==> config.mk <==
export PLATFORM = sky130hd
export DESIGN_NAME = time_entry_ctrl
export DESIGN_NICKNAME = d
export VERILOG_FILES = /design/src/rtl/time_entry_ctrl.sv
export SDC_FILE = /design/constraint.sdc
export NUM_CORES = 1
export LEC_CHECK = 0
export CAP_MARGIN = 40
export CORE_MARGIN = 10
export CORE_UTILIZATION = 30
export CTS_BUF_LIST = sky130_fd_sc_hd__clkbuf_16
export CTS_CLUSTER_DIAMETER = 30
export DETAILED_ROUTE_END_ITERATION = 16
export PLACE_DENSITY = 0.57
export SLEW_MARGIN = 20
export SYNTH_ARGS = -nofsm -noshare
export SYNTH_HDL_FRONTEND = slang
export SYNTH_SLANG_ARGS = --single-unit
==> constraint.sdc <==
create_clock -name clk_i -period 5.1 [get_ports clk_i]
set_input_delay 1.02 -clock clk_i [delete_from_list [all_inputs] [get_ports clk_i]]
set_output_delay 1.02 -clock clk_i [all_outputs]
set_load 0.005 [all_outputs]
==> src/rtl/time_entry_ctrl.sv <==
// Keypad front end for the microwave MM:SS timer: collects BCD digits, validates on start,
// then sequences the down-counters through load, count and end-of-cook.
module time_entry_ctrl #(
  parameter int unsigned QUICK_MIN    = 0,
  parameter int unsigned QUICK_SEC    = 30,
  parameter int unsigned SEC_TENS_MAX = 5
) (
  input  logic       clk_i,
  input  logic       reset_i,
  input  logic       key_valid_i,
  input  logic [3:0] key_digit_i,
  input  logic       key_clear_i,
  input  logic       start_req_i,
  input  logic       door_open_i,
  input  logic       count_zero_i,
  output logic [3:0] sec_units_o,
  output logic [3:0] sec_tens_o,
  output logic [3:0] min_units_o,
  output logic [3:0] min_tens_o,
  output logic       load_n_o,
  output logic       count_en_o,
  output logic       clear_n_o,
  output logic       done_o,
  output logic       err_o
);

  localparam int unsigned DW         = 4;
  localparam int unsigned CW         = 3;
  localparam int unsigned MAX_DIGITS = 4;

  localparam logic [DW-1:0] QMIN_TENS    = DW'(QUICK_MIN / 10);
  localparam logic [DW-1:0] QMIN_UNITS   = DW'(QUICK_MIN % 10);
  localparam logic [DW-1:0] QSEC_TENS    = DW'(QUICK_SEC / 10);
  localparam logic [DW-1:0] QSEC_UNITS   = DW'(QUICK_SEC % 10);
  localparam logic [DW-1:0] SEC_TENS_LIM = DW'(SEC_TENS_MAX);
  localparam logic [DW-1:0] BCD_MAX      = DW'(9);
  localparam logic [CW-1:0] CNT_FULL     = CW'(MAX_DIGITS);

  typedef enum logic [2:0] {
    IDLE  = 3'd0,
    ENTRY = 3'd1,
    LOAD  = 3'd2,
    RUN   = 3'd3,
    DONE  = 3'd4
  } state_e;

  state_e        state_q, state_d;
  logic [DW-1:0] su_q, su_d, st_q, st_d, mu_q, mu_d, mt_q, mt_d;
  logic [CW-1:0] cnt_q, cnt_d;
  logic          load_n_q, load_n_d;
  logic          count_en_q, count_en_d;
  logic          clear_n_q, clear_n_d;
  logic          done_q, done_d;
  logic          err_q, err_d;

  logic key_ok_c;
  logic entry_bad_c;

  assign key_ok_c    = key_valid_i && (key_digit_i <= BCD_MAX);
  assign entry_bad_c = (st_q > SEC_TENS_LIM) ||
                       ((mt_q == '0) && (mu_q == '0) && (st_q == '0) && (su_q == '0));

  // Next-state and registered-output logic; outputs follow the state they were computed in.
  always_comb begin
    state_d    = state_q;
    su_d       = su_q;
    st_d       = st_q;
    mu_d       = mu_q;
    mt_d       = mt_q;
    cnt_d      = cnt_q;
    load_n_d   = 1'b1;
    count_en_d = 1'b0;
    clear_n_d  = 1'b1;
    done_d     = 1'b0;
    err_d      = 1'b0;

    unique case (state_q)
      IDLE: begin
        if (key_clear_i) begin
          state_d = IDLE;
        end else if (start_req_i) begin
          mt_d    = QMIN_TENS;
          mu_d    = QMIN_UNITS;
          st_d    = QSEC_TENS;
          su_d    = QSEC_UNITS;
          state_d = LOAD;
        end else if (key_ok_c) begin
          mt_d    = mu_q;
          mu_d    = st_q;
          st_d    = su_q;
          su_d    = key_digit_i;
          cnt_d   = cnt_q + CW'(1);
          state_d = ENTRY;
        end
      end

      ENTRY: begin
        if (key_clear_i) begin
          {mt_d, mu_d, st_d, su_d} = '0;
          cnt_d   = '0;
          state_d = IDLE;
        end else if (start_req_i) begin
          if (entry_bad_c) begin
            err_d = 1'b1;
          end else begin
            state_d = LOAD;
          end
        end else if (key_ok_c && (cnt_q < CNT_FULL)) begin
          mt_d  = mu_q;
          mu_d  = st_q;
          st_d  = su_q;
          su_d  = key_digit_i;
          cnt_d = cnt_q + CW'(1);
        end
      end

      LOAD: begin
        load_n_d = 1'b0;
        state_d  = RUN;
      end

      // load_n_q is still low in the first RUN cycle, when the counters have not yet loaded.
      RUN: begin
        if (key_clear_i) begin
          clear_n_d = 1'b0;
          {mt_d, mu_d, st_d, su_d} = '0;
          cnt_d   = '0;
          state_d = IDLE;
        end else if (count_zero_i && load_n_q) begin
          state_d = DONE;
        end else begin
          count_en_d = ~door_open_i;
        end
      end

      DONE: begin
        done_d = 1'b1;
        {mt_d, mu_d, st_d, su_d} = '0;
        cnt_d   = '0;
        state_d = IDLE;
      end

      default: begin
        state_d = IDLE;
      end
    endcase
  end

  always_ff @(posedge clk_i) begin
    if (reset_i) begin
      state_q    <= IDLE;
      su_q       <= '0;
      st_q       <= '0;
      mu_q       <= '0;
      mt_q       <= '0;
      cnt_q      <= '0;
      load_n_q   <= 1'b1;
      count_en_q <= 1'b0;
      clear_n_q  <= 1'b0;
      done_q     <= 1'b0;
      err_q      <= 1'b0;
    end else begin
      state_q    <= state_d;
      su_q       <= su_d;
      st_q       <= st_d;
      mu_q       <= mu_d;
      mt_q       <= mt_d;
      cnt_q      <= cnt_d;
      load_n_q   <= load_n_d;
      count_en_q <= count_en_d;
      clear_n_q  <= clear_n_d;
      done_q     <= done_d;
      err_q      <= err_d;
    end
  end

  assign sec_units_o = su_q;
  assign sec_tens_o  = st_q;
  assign min_units_o = mu_q;
  assign min_tens_o  = mt_q;
  assign load_n_o    = load_n_q;
  assign count_en_o  = count_en_q;
  assign clear_n_o   = clear_n_q;
  assign done_o      = done_q;
  assign err_o       = err_q;

endmodule

Word-level counts from Yosys, hierarchy flattened
Index checks and enable logic that the tools add are counted.
{"block": "word_totals", "register_bits": 27, "output_inout_bits": 21}
{"block": "op_classes", "add_sub_neg": 1, "magnitude_cmp": 3, "eq_ne": 15, "mux": 51, "bitwise": 4, "reduce_logical": 18}
{"operator": "$mux 4", "n": 25}
{"operator": "$pmux 4 s4", "n": 4}
{"operator": "$mux 3", "n": 15}
{"operator": "$pmux 3 s4", "n": 2}
{"operator": "$ne 3x3->1 const B", "n": 6}
{"operator": "$logic_not 4->1", "n": 4}
{"operator": "$ne 2x2->1 const B", "n": 4}
{"operator": "$reduce_or 4->1", "n": 2}
{"operator": "$reduce_and 7->1", "n": 1}
{"operator": "$eq 3x2->1 const B", "n": 2}
{"operator": "$logic_and 1x1->1", "n": 6}
{"operator": "$reduce_and 6->1", "n": 1}
{"operator": "$mux 1", "n": 5}
{"operator": "$gt 4x3->1 const B", "n": 1}
{"operator": "$le 4x4->1 const B", "n": 1}
{"operator": "$ne 4x4->1 const B", "n": 1}
{"operator": "$not 1->1", "n": 4}
{"operator": "$reduce_and 4->1", "n": 1}
{"operator": "$reduce_bool 4->1", "n": 1}
{"operator": "$add 3x1->3 const B", "n": 1}
{"operator": "$eq 3x1->1 const B", "n": 1}
{"operator": "$eq 3x3->1 const B", "n": 1}
{"operator": "$logic_not 3->1", "n": 1}
{"operator": "$lt 3x3->1 const B", "n": 1}
{"operator": "$logic_or 1x1->1", "n": 1}

Logic depth before layout (Yosys ltp)
{"block": "logic_depth", "word_depth": 9, "depth_mapped": 7, "mapped_depth_nobuf": 4}

Worst setup path before layout
OpenSTA, ideal clock, no wires.
{"block": "synth_path", "path_kind": "in2reg", "start": "input key_clear_i", "end": "register mt_q[0] (netlist: min_tens_o[0])", "arrival_ns": 2.262, "required_ns": 5.028, "slack_ns": 2.766, "path_stages": 6, "n_path_buf": 2, "path_cell_list": "or4b_4 -> o211ai_2 -> a211o_1 -> buf_6 -> buf_12 -> mux2i_1"}
{"block": "synth_between", "elab_chain_len": 2, "word_cells_on_any_way": 7}
{"item": "start: declaration", "line": "12", "source": "input logic key_clear_i,"}
{"item": "$ne 3x3->1 (no line) (tied with other cells)"}
{"item": "$reduce_and 6->1 (no line) or $pmux 4 s4 (tied branches)"}
{"item": "end signal: assignment", "line": "167", "source": "mt_q <= mt_d;"}
{"item": "end: declaration", "line": "48", "source": "logic [DW-1:0] su_q, su_d, st_q, st_d, mu_q, mu_d, mt_q, mt_d;"}
Several ways; a longest one is shown, not always the timed one.
A chain may end at the register's enable or synchronous reset.

Worst setup path in the final report
{"block": "layout_path", "start": "input key_clear_i", "end": "register st_q[0] (netlist: sec_tens_o[0])"}
{"block": "layout_between", "elab_chain_len": 2, "word_cells_on_any_way": 7}
{"item": "$ne 3x3->1 (no line) (tied with other cells)"}
{"item": "$reduce_and 6->1 (no line) or $pmux 4 s4 (tied branches)"}
{"item": "end signal: assignment", "line": "165", "source": "st_q <= st_d;"}
{"item": "end: declaration", "line": "48"}
Several ways; a longest one is shown, not always the timed one.

==> results by group <==
Floorplan
  • Die area: 8004 sq um
  • Io pins: 32
  • Chip width: between 80 and 90 um
  • FP Rows: 25
  • Core area: 4692 sq um
  • Chip Height: a little under 90 um
  • Initial Util: a little under a third

GRT
  • GRT overflow: 0
  • Overall routing resource usage: under 10%
  • First-pass GRT wire length: 5927 um
  • Number of global-route vias before repair: between 1000 and 1500
  • Initial antenna violation count: 0
  • Largest net degree at the start of global routing: 19

STA
  • Hold slack: 0.4884 ns
  • RSZ-0062 raised after global routing: no
  • Final Hold Viols: 0
  • Worst slew pin tran: roughly 0.67 ns
  • Final period util: between 50% and 60%
  • FMAX: around 350 MHz
  • Pins over their slew limit: 0
  • Slew headroom: approximately 56%
  • Clk_skew: about 0.0057 ns
  • Post-layout min period: between 2 and 3 ns
  • Finish-stage setup viols: 0
  • Final setup TNS: 0 ns

Job
  • Max-cap viol count: 0

Worst setup path
  • Capture point of the worst reg-to-reg path: sec_tens_o[0]
  • Worst Setup Start Kind: input pin
  • Worst-path maximum fanout: 13
  • R2R setup slack: 3.05 ns
  • Reg2reg start: state_q[0]
  • CP Capture Type: flip-flop
  • R2R depth: 5
  • Critical path arrival: 3.02 ns
  • CP Data Required Time: about 5.3 ns
  • Kind of critical path: in -> reg

CTS
  • Hold_buf cts: 0
  • Clk root buf: clkbuf_16
  • Cts bufs inserted: 3
  • Setup bufs post-CTS: 0
  • CTS Buffer Depth: 2
  • H-tree depth: 1
  • Worst-path clk slew: about 0.07 ns
  • Clk sinks: 27
  • Post-cts resize count: 0
  • Worst skew pair latency: 0.26 ns
  • CTS tree: yes

Synth
  • Post-synth EDFFs: 0
  • Mapped cell area: between 1000 and 1500 sq um
  • Net Count, Synth: 172
  • Synth async-reset ratio: 0%
  • Synthesis Warnings: 0
  • Mapped Cells: 160
  • Synth cell types: 41
  • Main synth FF type: dfxtp_1
  • Sequential-to-total area share from yosys stat: a little under two fifths
  • Syn Area/Cell: 9.048 sq um
  • Yosys reg bits: 27

Drt
  • DR vias: about 1200
  • Metal2 WL: ~1700 um
  • DR WL met3: approximately 200 um
  • Antenna-violating nets left: 0
  • DRC errors left: 0
  • Vias per inst: just over 5
  • Wire length on met1: approximately 1800 um
  • Wire per inst: around 15 um
  • Drt first pass iters: 4
  • Drt initial violations: 55
  • Final wirelength: 3679 um
  • DR top layer: met4

Finish
  • Multi-input logic area: slightly above 800 sq um
  • Reg area: 540.5 sq um
  • Most frequent cells in the layout: clkdlybuf4s50_1, dfxtp_1, nand2b_1
  • # nets final: 201
  • Most common cell after layout, fill and taps aside: clkdlybuf4s50_1
  • Fillers: 494
  • # diodes: 0
  • Layout cells sized above 1: approximately 7.4%
  • P&R area growth vs syn: 29.73%

Place
  • I/O Buffers: 31
  • Gpl congestion: 0.7755
  • DPL Wire Length: approximately 2700 um

Run status
  • Status: completed

Min path
  • Hold Path Stages: 2
  • Hold Path Class: reg -> reg
  • WHS Endpoint: cnt_q[1]
  • HP Start: cnt_q[1]

Power and ir drop
  • Pwr Density: between 300 and 400 nW/um^2
  • VDD IR max: between 0.1 and 0.15 mV
  • Leak Pwr: approximately 0.7 nW
## cell type report
class,instances,area share [%]
Multi-Input combinational cell,118,43.64
Clock buffer,3,3.997
Clock inverter,1,0.2665
Inverter,5,0.9993
Timing Repair Buffer,34,18.72
Sequential cell,27,28.78
Tap cell,54,3.598
## logic make-up (layout without fill, tap and decap cells)
kind of cell / count (synthesis) / after routing / synth area share (%)
multiplexers: 19 / 19 / 13.14
buffers and inverters: 15 / 43 / 6.050
AO/OA/AOI/OAI: 27 / 27 / 14.35
flip-flops: 27 / 27 / 37.34
adder cells (fa/ha/maj): 1 / 1 / 0.8642
AND/OR/NAND/NOR: 71 / 71 / 28.26
## state kept, by name (all words and copies together) (netlist names)
name,count
done_o,1
err_o,1
cnt_q,3
sec_tens_o,4
min_tens_o,4
min_units_o,4
load_n_o,1
clear_n_o,1
count_en_o,1
state_q,3
sec_units_o,4
## metrics by stage
step	instance area [sq um]	std cells	setup WS [ns]	utilization [%]	total power (W)
6_report	1878	242	2.264	40.03	0.0005681
5_1_grt	1878	242	2.073	40.03	0.0005975
4_1_cts	1852	240	1.995	39.47	0.0005682
3_5_place_dp	1772	236	1.744	37.76	0.0003872
3_3_place_gp	1757	235	1.765	37.44	0.0003851
2_1_floorplan	1448	160	2.766	-	0.0003491
## worst max-delay path, cell delays in order
cell and delay, ns:
clkdlybuf4s50_1 0.55, or4b_4 0.58, o211ai_2 0.18, a211o_1 0.27, buf_8 0.21, mux2i_1 0.20
## power by group
part	switching, W	internal (W)	total (W)
clock	0.0000735	0.000106	0.000179
sequential	0.0000191	0.000224	0.000243
combinational	0.0000711	0.0000743	0.000145
total	0.000164	0.000404	0.000568
## synthesized netlist by cell type, types with 2 or more instances
cell,n,share of area (%)
a211oi_1,4,2.1
nor2_1,9,2.3
buf_2,3,1.0
a21oi_1,3,1.0
nand2b_1,20,8.6
nor3b_1,2,1.0
mux2i_1,19,13
o211ai_1,2,1.0
dfxtp_1,27,37
o21ai_0,2,0.69
nand3b_1,2,1.0
a2111oi_0,2,1.2
nor3_1,5,1.7
a21oi_2,2,1.2
nand3_1,14,4.8
nand2_1,6,1.6
nor4_1,3,1.3
nor2b_1,2,0.86
inv_1,5,1.3
o21a_1,2,1.0
o21bai_1,2,1.0
clkbuf_1,4,1.0
or2_2,2,0.86
## how the worst max path moves through the flow
stage	startpoint	to	slack (ns)	depth (start not counted)
CTS	key_clear_i	sec_tens_o[0]	1.99	5
global placement	key_clear_i	min_tens_o[1]	1.77	5
finish	key_clear_i	sec_tens_o[0]	2.26	6
floorplan	key_clear_i	min_tens_o[0]	2.77	6
detailed placement	key_clear_i	min_tens_o[2]	1.74	5
global route	key_clear_i	min_units_o[2]	2.07	5
## layer usage
metal | up-vias | track usage [%]
li1 | 634 | -
met1 | 561 | 12.26
met2 | 21 | 14.39
met3 | 4 | 2.005
met4 | 0 | 3.035
met5 | - | 0
(Power assumes the default switching activity.)
